`src/rtl/udiv_laccp_pkg.sv`:
```
// Shared types for the udiv_laccp divider scheduler.
// FSM states, statistics counter width and round-robin helper.
package udiv_laccp_pkg;

  typedef enum logic [1:0] {
    IDLE,
    LAUNCH,
    WAIT,
    RESP
  } state_t;

  localparam int STAT_W = 16;

  function automatic int rr_next(input int idx, input int n);
    return (idx + 1 >= n) ? 0 : idx + 1;
  endfunction

endpackage

```
`src/rtl/udiv_laccp_q.sv`:
```
// Iterative fixed-point divider: q = (dividend << QF) / divisor.
// One quotient bit per cycle; a zero divisor flags div_by_zero with q = 0.
module udiv_laccp_q #(
  parameter int DW = 16,
  parameter int QI = 16,
  parameter int QF = 8
) (
  input  logic          clk,
  input  logic          rst,
  input  logic          start,
  input  logic [DW-1:0] dividend,
  input  logic [DW-1:0] divisor,
  output logic          busy,
  output logic          valid,
  output logic          div_by_zero,
  output logic [QI-1:0] q_int,
  output logic [QF-1:0] q_frac
);

  localparam int NW = DW + QF;
  localparam int CW = $clog2(NW + 1);

  logic [NW-1:0]    num;
  logic [NW-1:0]    quo;
  logic [DW-1:0]    den;
  logic [DW-1:0]    rem;
  logic [CW-1:0]    cnt;
  logic             dbz;
  logic [DW:0]      rsh;
  logic [DW:0]      rdiff;
  logic             qbit;
  logic [QI+QF-1:0] qx;

  // restoring-division step on the current partial remainder
  always_comb begin
    rsh   = {rem, num[NW-1]};
    rdiff = rsh - {1'b0, den};
    qbit  = (rsh >= {1'b0, den});
    qx    = (QI+QF)'({quo[NW-2:0], qbit});
  end

  // operand load, bit iteration and result capture
  always_ff @(posedge clk) begin
    if (rst) begin
      busy        <= 1'b0;
      valid       <= 1'b0;
      div_by_zero <= 1'b0;
      q_int       <= '0;
      q_frac      <= '0;
      num         <= '0;
      quo         <= '0;
      den         <= '0;
      rem         <= '0;
      cnt         <= '0;
      dbz         <= 1'b0;
    end else begin
      valid <= 1'b0;
      if (start && !busy) begin
        num  <= {dividend, {QF{1'b0}}};
        quo  <= '0;
        rem  <= '0;
        den  <= divisor;
        dbz  <= (divisor == '0);
        cnt  <= CW'(NW);
        busy <= 1'b1;
      end else if (busy) begin
        rem <= qbit ? rdiff[DW-1:0] : rsh[DW-1:0];
        num <= num << 1;
        quo <= {quo[NW-2:0], qbit};
        cnt <= cnt - CW'(1);
        if (cnt == CW'(1)) begin
          busy        <= 1'b0;
          valid       <= 1'b1;
          div_by_zero <= dbz;
          q_int       <= dbz ? '0 : qx[QF +: QI];
          q_frac      <= dbz ? '0 : qx[0 +: QF];
        end
      end
    end
  end

endmodule

```
`src/rtl/udiv_laccp_sched.sv`:
```
// Round-robin scheduler sharing one udiv_laccp_q core among NCH channels.
// Optional UDIV_SCHED_STATS_EN adds per-channel done and divide-by-zero counters.
module udiv_laccp_sched
  import udiv_laccp_pkg::*;
#(
  parameter  int NCH = 4,
  parameter  int DW  = 16,
  parameter  int QI  = 16,
  parameter  int QF  = 8,
  localparam int CHW = $clog2(NCH)
) (
  input  logic              clk,
  input  logic              rst,
  input  logic [NCH-1:0]    req_valid,
  output logic [NCH-1:0]    req_ready,
  input  logic [NCH*DW-1:0] req_dividend,
  input  logic [NCH*DW-1:0] req_divisor,
  output logic              rsp_valid,
  input  logic              rsp_ready,
  output logic [CHW-1:0]    rsp_ch,
  output logic [QI-1:0]     rsp_q_int,
  output logic [QF-1:0]     rsp_q_frac,
  output logic              rsp_dbz,
`ifdef UDIV_SCHED_STATS_EN
  output logic [NCH*STAT_W-1:0] stat_done,
  output logic [STAT_W-1:0]     stat_dbz,
`endif
  output logic              sched_busy
);

  state_t         state;
  logic [NCH-1:0] pend;
  logic [NCH-1:0] accept;
  logic [NCH-1:0] freed;
  logic [NCH-1:0] avail;
  logic [DW-1:0]  sa [NCH];
  logic [DW-1:0]  sb [NCH];
  logic [CHW-1:0] ptr;
  logic [CHW-1:0] cur_ch;
  logic [CHW-1:0] win;
  logic           win_ok;
  logic           launch;
  logic           start;
  logic [DW-1:0]  ca;
  logic [DW-1:0]  cb;
  logic           c_busy;
  logic           c_valid;
  logic           c_dbz;
  logic [QI-1:0]  c_qi;
  logic [QF-1:0]  c_qf;

  assign req_ready  = ~pend;
  assign accept     = req_valid & ~pend;
  assign sched_busy = (|pend) || (state != IDLE);

  // pick the first pending slot at or after ptr, skipping one being freed
  always_comb begin
    int idx;
    freed  = '0;
    if (state == RESP && rsp_ready)
      freed[cur_ch] = 1'b1;
    avail  = pend & ~freed;
    win    = '0;
    win_ok = 1'b0;
    idx    = int'(ptr);
    for (int k = 0; k < NCH; k++) begin
      if (!win_ok && avail[idx]) begin
        win    = CHW'(idx);
        win_ok = 1'b1;
      end
      idx = rr_next(idx, NCH);
    end
    launch = win_ok &&
             (state == IDLE || (state == RESP && rsp_ready));
  end

  // slot occupancy: set on accept, cleared when its response is taken
  always_ff @(posedge clk) begin
    if (rst) begin
      pend <= '0;
    end else begin
      for (int i = 0; i < NCH; i++) begin
        if (accept[i])
          pend[i] <= 1'b1;
        else if (freed[i])
          pend[i] <= 1'b0;
      end
    end
  end

  // operand capture into the per-channel slots
  always_ff @(posedge clk) begin
    for (int i = 0; i < NCH; i++) begin
      if (accept[i]) begin
        sa[i] <= req_dividend[i*DW +: DW];
        sb[i] <= req_divisor[i*DW +: DW];
      end
    end
  end

  // scheduler FSM with registered start pulse and response bus
  always_ff @(posedge clk) begin
    if (rst) begin
      state      <= IDLE;
      ptr        <= '0;
      cur_ch     <= '0;
      start      <= 1'b0;
      ca         <= '0;
      cb         <= '0;
      rsp_valid  <= 1'b0;
      rsp_ch     <= '0;
      rsp_q_int  <= '0;
      rsp_q_frac <= '0;
      rsp_dbz    <= 1'b0;
    end else begin
      start <= 1'b0;
      unique case (state)
        IDLE:   state <= IDLE;
        LAUNCH: state <= WAIT;
        WAIT: begin
          if (c_valid) begin
            rsp_valid  <= 1'b1;
            rsp_ch     <= cur_ch;
            rsp_q_int  <= c_qi;
            rsp_q_frac <= c_qf;
            rsp_dbz    <= c_dbz;
            state      <= RESP;
          end
        end
        RESP: begin
          if (rsp_ready) begin
            rsp_valid <= 1'b0;
            state     <= IDLE;
          end
        end
        default: state <= IDLE;
      endcase
      if (launch) begin
        state  <= LAUNCH;
        start  <= 1'b1;
        cur_ch <= win;
        ca     <= sa[win];
        cb     <= sb[win];
        ptr    <= CHW'(rr_next(int'(win), NCH));
      end
    end
  end

`ifdef UDIV_SCHED_STATS_EN
  // saturating counts of accepted responses and divide-by-zero results
  always_ff @(posedge clk) begin
    if (rst) begin
      stat_done <= '0;
      stat_dbz  <= '0;
    end else if (rsp_valid && rsp_ready) begin
      for (int i = 0; i < NCH; i++) begin
        if (rsp_ch == CHW'(i) &&
            stat_done[i*STAT_W +: STAT_W] != '1)
          stat_done[i*STAT_W +: STAT_W] <=
            stat_done[i*STAT_W +: STAT_W] + STAT_W'(1);
      end
      if (rsp_dbz && stat_dbz != '1)
        stat_dbz <= stat_dbz + STAT_W'(1);
    end
  end
`endif

  udiv_laccp_q #(
    .DW(DW),
    .QI(QI),
    .QF(QF)
  ) u_core (
    .clk         (clk),
    .rst         (rst),
    .start       (start && !c_busy),
    .dividend    (ca),
    .divisor     (cb),
    .busy        (c_busy),
    .valid       (c_valid),
    .div_by_zero (c_dbz),
    .q_int       (c_qi),
    .q_frac      (c_qf)
  );

endmodule

```
`config.mk`:
```
export PLATFORM = sky130hd
export DESIGN_NAME = udiv_laccp_sched
export DESIGN_NICKNAME = d
export VERILOG_FILES = /design/src/rtl/udiv_laccp_pkg.sv /design/src/rtl/udiv_laccp_q.sv /design/src/rtl/udiv_laccp_sched.sv
export SDC_FILE = /design/constraint.sdc
export NUM_CORES = 1
export LEC_CHECK = 0
export ABC_AREA = 1
export BUFFER_PORTS_ARGS = -buffer_cell sky130_fd_sc_hd__buf_4
export CAP_MARGIN = 25
export CORE_UTILIZATION = 25
export CTS_CLUSTER_DIAMETER = 40
export DETAILED_ROUTE_END_ITERATION = 7
export GPL_ROUTABILITY_DRIVEN = 0
export PLACE_DENSITY_LB_ADDON = 0.2
export RECOVER_POWER = 25
export SLEW_MARGIN = 20
export SYNTH_ARGS = -nofsm -noshare
export SYNTH_HDL_FRONTEND = slang
export SYNTH_SLANG_ARGS = --single-unit
```
`constraint.sdc`:
```
create_clock -name clk -period 2.95 [get_ports clk]
set_input_delay 0.1475 -clock clk [delete_from_list [all_inputs] [get_ports clk]]
set_output_delay 0.1475 -clock clk [all_outputs]
set_load 0.1 [all_outputs]
```
# After elaboration in Yosys (flattened, before gate mapping)
# Memories as Yosys holds them, arrays and structs flattened. A register that Yosys moved wholly into a read port is not among the register bits.
# Cells that the tools add are included.
# totals
ram_bits	128
ff_bits	143
latch_bits	0
out_inout_bits	33
in_bits	135
memories	2
word_cells	152
romBits	0
# classes
multipliers	0
n_mux	61
n_eq_ne	8
n_div	0
n_reduce_logical	32
shifts	0
n_bitwise	6
add_sub_neg	6
magnitude_cmp	11
# mem_list
memory	words	width	rd	rd_clocked_by_memory_dff	write_ports	line_no	source
sa	4	16	1	1	4	udiv_laccp_sched.sv:36	logic [DW-1:0] sa [NCH];
sb	4	16	1	1	4	udiv_laccp_sched.sv:37	logic [DW-1:0] sb [NCH];
# op_table
cell	count
$ge A32 B4 Y1 const B	3
$mux W24	2
$mux W1	36
$mux W16	2
$ge A17 B16 Y1	1
$logic_not A16 Y1	1
$sub A16 B16 Y16	1
$mux W5	3
$mux W2	7
$reduce_bool A2 Y1	7
$and A4 B4 Y4	2
$bmux W1 S2	4
$logic_and A1 B1 Y1	8
$mux W4	2
$mux W8	1
$not A4 Y4	2
$pmux W2 S4	1
$add A2 B1 Y3 const B	2
$lt A2 B3 Y1 const B	2
$reduce_and A2 Y1	3
$reduce_and A3 Y1	2
$add A4 B1 Y5 const B	1
$eq A5 B1 Y1 const B	1
$lt A5 B3 Y1 const B	1
22 further kinds	29

# Logic depth before layout (Yosys ltp)
# depth
depth_word	22
mapped_depth	17
depth_no_buf	16

# By module
# From an unflattened synthesis, not the netlist that was laid out.
# hier_totals
cells_unflattened	1537
hier_area_um2	13156.4
# by_module_without_submodules
mod	area_each_um2	cells_each	seq_area_each_um2	instances
udiv_laccp_sched	7992.7	791	5265.0	1
udiv_laccp_q	5163.7	746	2082.0	1

# Worst setup path after synthesis
# No wires, ideal clock.
# synth_timing
kind	reg2reg
start	register ptr[0]
end	register ca[0] (read register of sa)
arrival_time_ns	2.234
required_ns	2.837
synth_period_minus_slack_ns	2.347
path_buffers	2
setup_time_ns	0.113
stages_incl_launch_ff	18
path_slack_ns	0.603
cell_sequence	dfxtp_1 -> inv_1 -> ha_1 -> inv_1 -> nand2_1 -> nand2_1 -> nor2_1 -> nand3_1 -> nand2_2 -> nand3_1 -> nand3_1 -> nand2_1 -> buf_4 -> buf_2 -> nand3_1 -> nand3_1 -> nand3_1 -> nand2_1
# synth_between
elab_chain_len	15
word_cells_on_any_way	35
cone_classes	add/sub (3); order compare (3); mux (22); reduce/logical (7)
# synth_rtl
element	line_no	source
start: declaration	udiv_laccp_sched.sv:38	logic [CHW-1:0] ptr;
start signal: assignment	udiv_laccp_sched.sv:144	ptr <= CHW'(rr_next(int'(win), NCH));
$add A2 B1 Y3	udiv_laccp_pkg.sv:15	return (idx + 1 >= n) ? 0 : idx + 1;
$ge A32 B4 Y1	udiv_laccp_pkg.sv:15	
$mux W3	udiv_laccp_pkg.sv:15	
$add A3 B1 Y4 / $bmux W1 S2 (equally long branches)	udiv_laccp_pkg.sv:15, udiv_laccp_sched.sv:67	
$ge A32 B4 Y1 / $mux W1 (equally long branches)	udiv_laccp_pkg.sv:15, udiv_laccp_sched.sv:67	
$mux W4 / $mux W1 (equally long branches)	udiv_laccp_pkg.sv:15, udiv_laccp_sched.sv:67	
$add A4 B1 Y5, or another cell as far along	udiv_laccp_pkg.sv:15	
$ge A32 B4 Y1 / $mux W1 (equally long branches)	udiv_laccp_pkg.sv:15, udiv_laccp_sched.sv:67	
$mux W5, or another cell as far along	udiv_laccp_pkg.sv:15	
$bmux W1 S2 / $logic_and A1 B1 Y1 (equally long branches)	udiv_laccp_sched.sv:67	if (!win_ok && avail[idx]) begin
$mux W1 (implied by the code)	udiv_laccp_sched.sv:67	
$mux W1 (implied by the code) / $logic_not A1 Y1 (equally long branches)	udiv_laccp_sched.sv:67	
$logic_and A1 B1 Y1	udiv_laccp_sched.sv:67	
$mux W1	udiv_laccp_sched.sv:67	
$logic_and A1 B1 Y1	udiv_laccp_sched.sv:73	launch = win_ok &&
end: declaration	udiv_laccp_sched.sv:44	logic [DW-1:0] ca;
# Parallel ways exist; a longest one is shown, timed or not. The select of a mux whose other input is x is not followed.
# A chain may end at the register's enable or synchronous reset.

# Worst setup path in the final report
# layout_timing
start	register ptr[0]
end	register ca[3] (read register of sa)
# Same word-level chain as after synthesis.

==> impl_results.md <==
* Synth-to-layout area growth at 38.9%
* Setup CP Type: flip-flop to flip-flop
* Reg2Reg Setup Slack at 0.29 ns
* Worst setup EP type: flip-flop
* Max-slew violations at 0
* DR DRC count at 2
* PD cells at 1110 nW/um2
* Clock transition at path regs at around 0.06 ns
* Synth unique cells at 38
* Post-CTS Setup Inserts at 0
* FP Rows at 82
* FF-to-FF Start: ptr[0]$_SDFFE_PP0P_
* CTS tree: yes
* Crit-path max FO at 63
* Drt wl/cell at ~15 um
* CTS sink count at 303
* DR vias at 10700
* Initial Util at 25.3%
* Initial antenna violation count at 0
* Unrepaired setup endpoints after global routing: no
* Max VDD drop at around 0.00092 V
* Die area at 51600 um2
* Setup_tns at 0 ns
* Longest Clk Path Bufs at 3
* Critical Path Sink: ca[3]$_SDFFE_PP0P_
* Global-route wire length before repair at around 58 mm
* R2r worst-path depth at 15
* Worst Setup SP: ptr[0]$_SDFFE_PP0P_
* Ys async rst share at 0%
* Failing checks: design-rule violations
* Clock Skew at roughly 0.043 ns
* Die Span Y at 227 um
* Slew HR at between 50 and 60%
* Most frequent cells in the layout: nand2_1, nand3_1, dfxtp_1
* Seq/Total Area, Yosys at between 50 and 60%
* H-tree depth at 2
* Most used DFF post-synth: dfxtp_1
* I/O pins at 168
* Run status: complete, but fails checks
* WP data required at 3.48 ns
* Final #Nets at 1848
* Worst-margin pin slew at 0.615 ns
* Mapped Area at about 13000 um2
* Die X at 227 um
* DRT Wirelength at ~37 mm
* DP Wirelength at 23.8 mm
* Hold Path Origin: req_divisor[9]
* Fmax at 0.376 GHz
* Root buf cell: clkbuf_16
* Largest net degree at the start of global routing at 64
* Leakage at about 7.1 nW
* Final core utilization at 35.2%
* GR Overflow Total at 0
* Commonest non-fill, non-tap cell in the layout: nand2_1
* Syn avg cell area at just over 9 um2
* Max-Cap Viols at 0
* # diodes at 0
* Arr. time, crit path at 3.18 ns
* Design Power at roughly 0.020 W
* Cts bufs inserted at 51
* Worst setup SP type: flip-flop
* Period minus WS final at approximately 2.7 ns
* Gr usage total at 14.3%
* Final Cycle Share at around nine tenths
* Setup violators final at 0
* 1st-iter DRT viols at 586
* Number of global-route vias before repair at 10700
* I/O Buffers at 167
* Synthesized net count at 1541
* Drt pass-1 iters at 7
* Synth Register Bits at 303
* Share of cells above drive strength 1 at around 17%
* Hold crit path type: input pin to flip-flop
* Worst skew pair latency at 0.59 ns
* Synth Warn # at 0
* Antenna Nets Post-Route at 0
* Synth Instances at 1382
* Fillers at 5224
* Area of the core at 50100 um2
* Via density at 4.46
* R2r endpoint: ca[3]$_SDFFE_PP0P_
* Post-synth EDFFs at between 100 and 150
* Final hold violations at 0
## power by group
| group | switching (W) | internal [W] | total, W | leakage [nW] |
|---|---|---|---|---|
| registers | 0.000311 | 0.00495 | 0.00526 | 2.65 |
| logic | 0.00569 | 0.00290 | 0.00859 | 3.67 |
| clock network | 0.00221 | 0.00353 | 0.00574 | 0.813 |
## synthesized netlist by cell type (3+ instances only)
| library cell | number | area share (%) |
|---|---|---|
| o221ai_1 | 8 | 0.55 |
| buf_4 | 15 | 0.89 |
| buf_6 | 10 | 0.89 |
| ha_1 | 23 | 2.3 |
| nand3_2 | 3 | 0.24 |
| a21o_1 | 4 | 0.24 |
| a211oi_1 | 3 | 0.18 |
| a21oi_1 | 98 | 3.9 |
| inv_1 | 105 | 3.1 |
| buf_2 | 12 | 0.47 |
| clkinv_1 | 5 | 0.15 |
| nand2_2 | 9 | 0.44 |
| dfxtp_1 | 175 | 28 |
| buf_1 | 4 | 0.12 |
| nand3_1 | 267 | 11 |
| a31oi_1 | 5 | 0.25 |
| nand4_1 | 11 | 0.54 |
| o211ai_1 | 4 | 0.24 |
| inv_2 | 4 | 0.12 |
| nand3b_1 | 7 | 0.41 |
| o21ai_0 | 78 | 3.1 |
| nor3_1 | 4 | 0.16 |
| edfxtp_1 | 128 | 30 |
| nor2_1 | 56 | 1.7 |
| nand2_1 | 278 | 8.2 |
| a22oi_1 | 8 | 0.47 |
| xor2_1 | 3 | 0.21 |
| nor4_1 | 4 | 0.20 |
| clkbuf_1 | 34 | 1.0 |
| xnor2_1 | 7 | 0.48 |
## area by class of cell
| cell class | instances | area [um2] | share of cell area [%] |
|---|---|---|---|
| clock inverters | 38 | 374 | 2.13 |
| multi-input cells | 889 | 4470 | 25.4 |
| inverters | 115 | 434 | 2.47 |
| clock buffers | 57 | 1310 | 7.44 |
| repair buffers | 329 | 2830 | 16.1 |
| well taps | 672 | 841 | 4.78 |
| flip-flops and latches | 303 | 7350 | 41.7 |
## registers in the layout (all words and copies together), names as in the netlist, 2 cells and up
name           flops
ca                16
cb                16
cur_ch             2
pend               4
ptr                2
rsp_ch             2
rsp_q_frac         8
rsp_q_int         16
sa                64
sb                64
state              2
u_core.cnt         5
u_core.den        16
u_core.num        16
u_core.q_frac      8
u_core.q_int      16
u_core.quo        23
u_core.rem        16
## kinds of logic after synthesis
family | Yosys count | synth area share (%)
compound gates | 212 | 9.22
xor+xnor | 10 | 0.691
fa+ha+maj | 24 | 2.43
buf+inv | 190 | 6.80
flops | 303 | 58.0
simple gates | 643 | 22.9
## worst min-delay path by stage
| stage | to | slack, ns | cells after the start |
|---|---|---|---|
| after CTS | sb[0][11]$_DFFE_PP_ | 0.23 | 2 |
| after global routing | sb[0][8]$_DFFE_PP_ | 0.28 | 2 |
| after detailed placement | sb[1][6]$_DFFE_PP_ | 0.33 | 1 |
| after global placement | sa[1][7]$_DFFE_PP_ | 0.33 | 1 |
| after floorplan | sa[0][0]$_DFFE_PP_ | 0.25 | 0 |
| final | sb[0][9]$_DFFE_PP_ | 0.29 | 2 |
## critical path, cell delays in order (launching register included)
cell and delay (ns):
dfxtp_1 0.35, inv_1 0.10, ha_1 0.38, inv_1 0.13
nand2_1 0.12, nand2_1 0.05, nor2_1 0.14, nand3_1 0.11
nand2_2 0.17, nand4_1 0.13, nand2_2 0.15, buf_12 0.28
nand3_1 0.15, nand3_1 0.16, nand3_1 0.10, nand2_1 0.06
## routing by layer
metal / GRT usage (%) / up-vias / part of all wire [%]
met5: 0 / - / 0
met4: 4.87 / 0 / 2.4
met3: 2.70 / 56 / 4.3
met2: 22.9 / 263 / 47
met1: 19.4 / 5037 / 46
li1: - / 5364 / -
## through the flow
step	worst slack [ns]	instance area [um2]	hold WS [ns]	std cells
floorplan	0.603	12700	0.246	1382
finish	0.294	17600	0.292	2403
detailed placement	0.241	14600	0.327	2173
global route	0.00518	17600	0.279	2403
global placement	0.360	14600	0.327	2173
CTS	0.265	17700	0.235	2403
## what timing repair did
| action | 4_1_cts | 5_1_grt |
|---|---|---|
| resized for setup | 0 | 2 |
| hold buffers | 135 | 0 |
| endpoints found under the hold margin | 148 | 0 |
| endpoints found under the setup margin | 0 | 25 |
No activity file was read; power rests on OpenSTA's default activity.
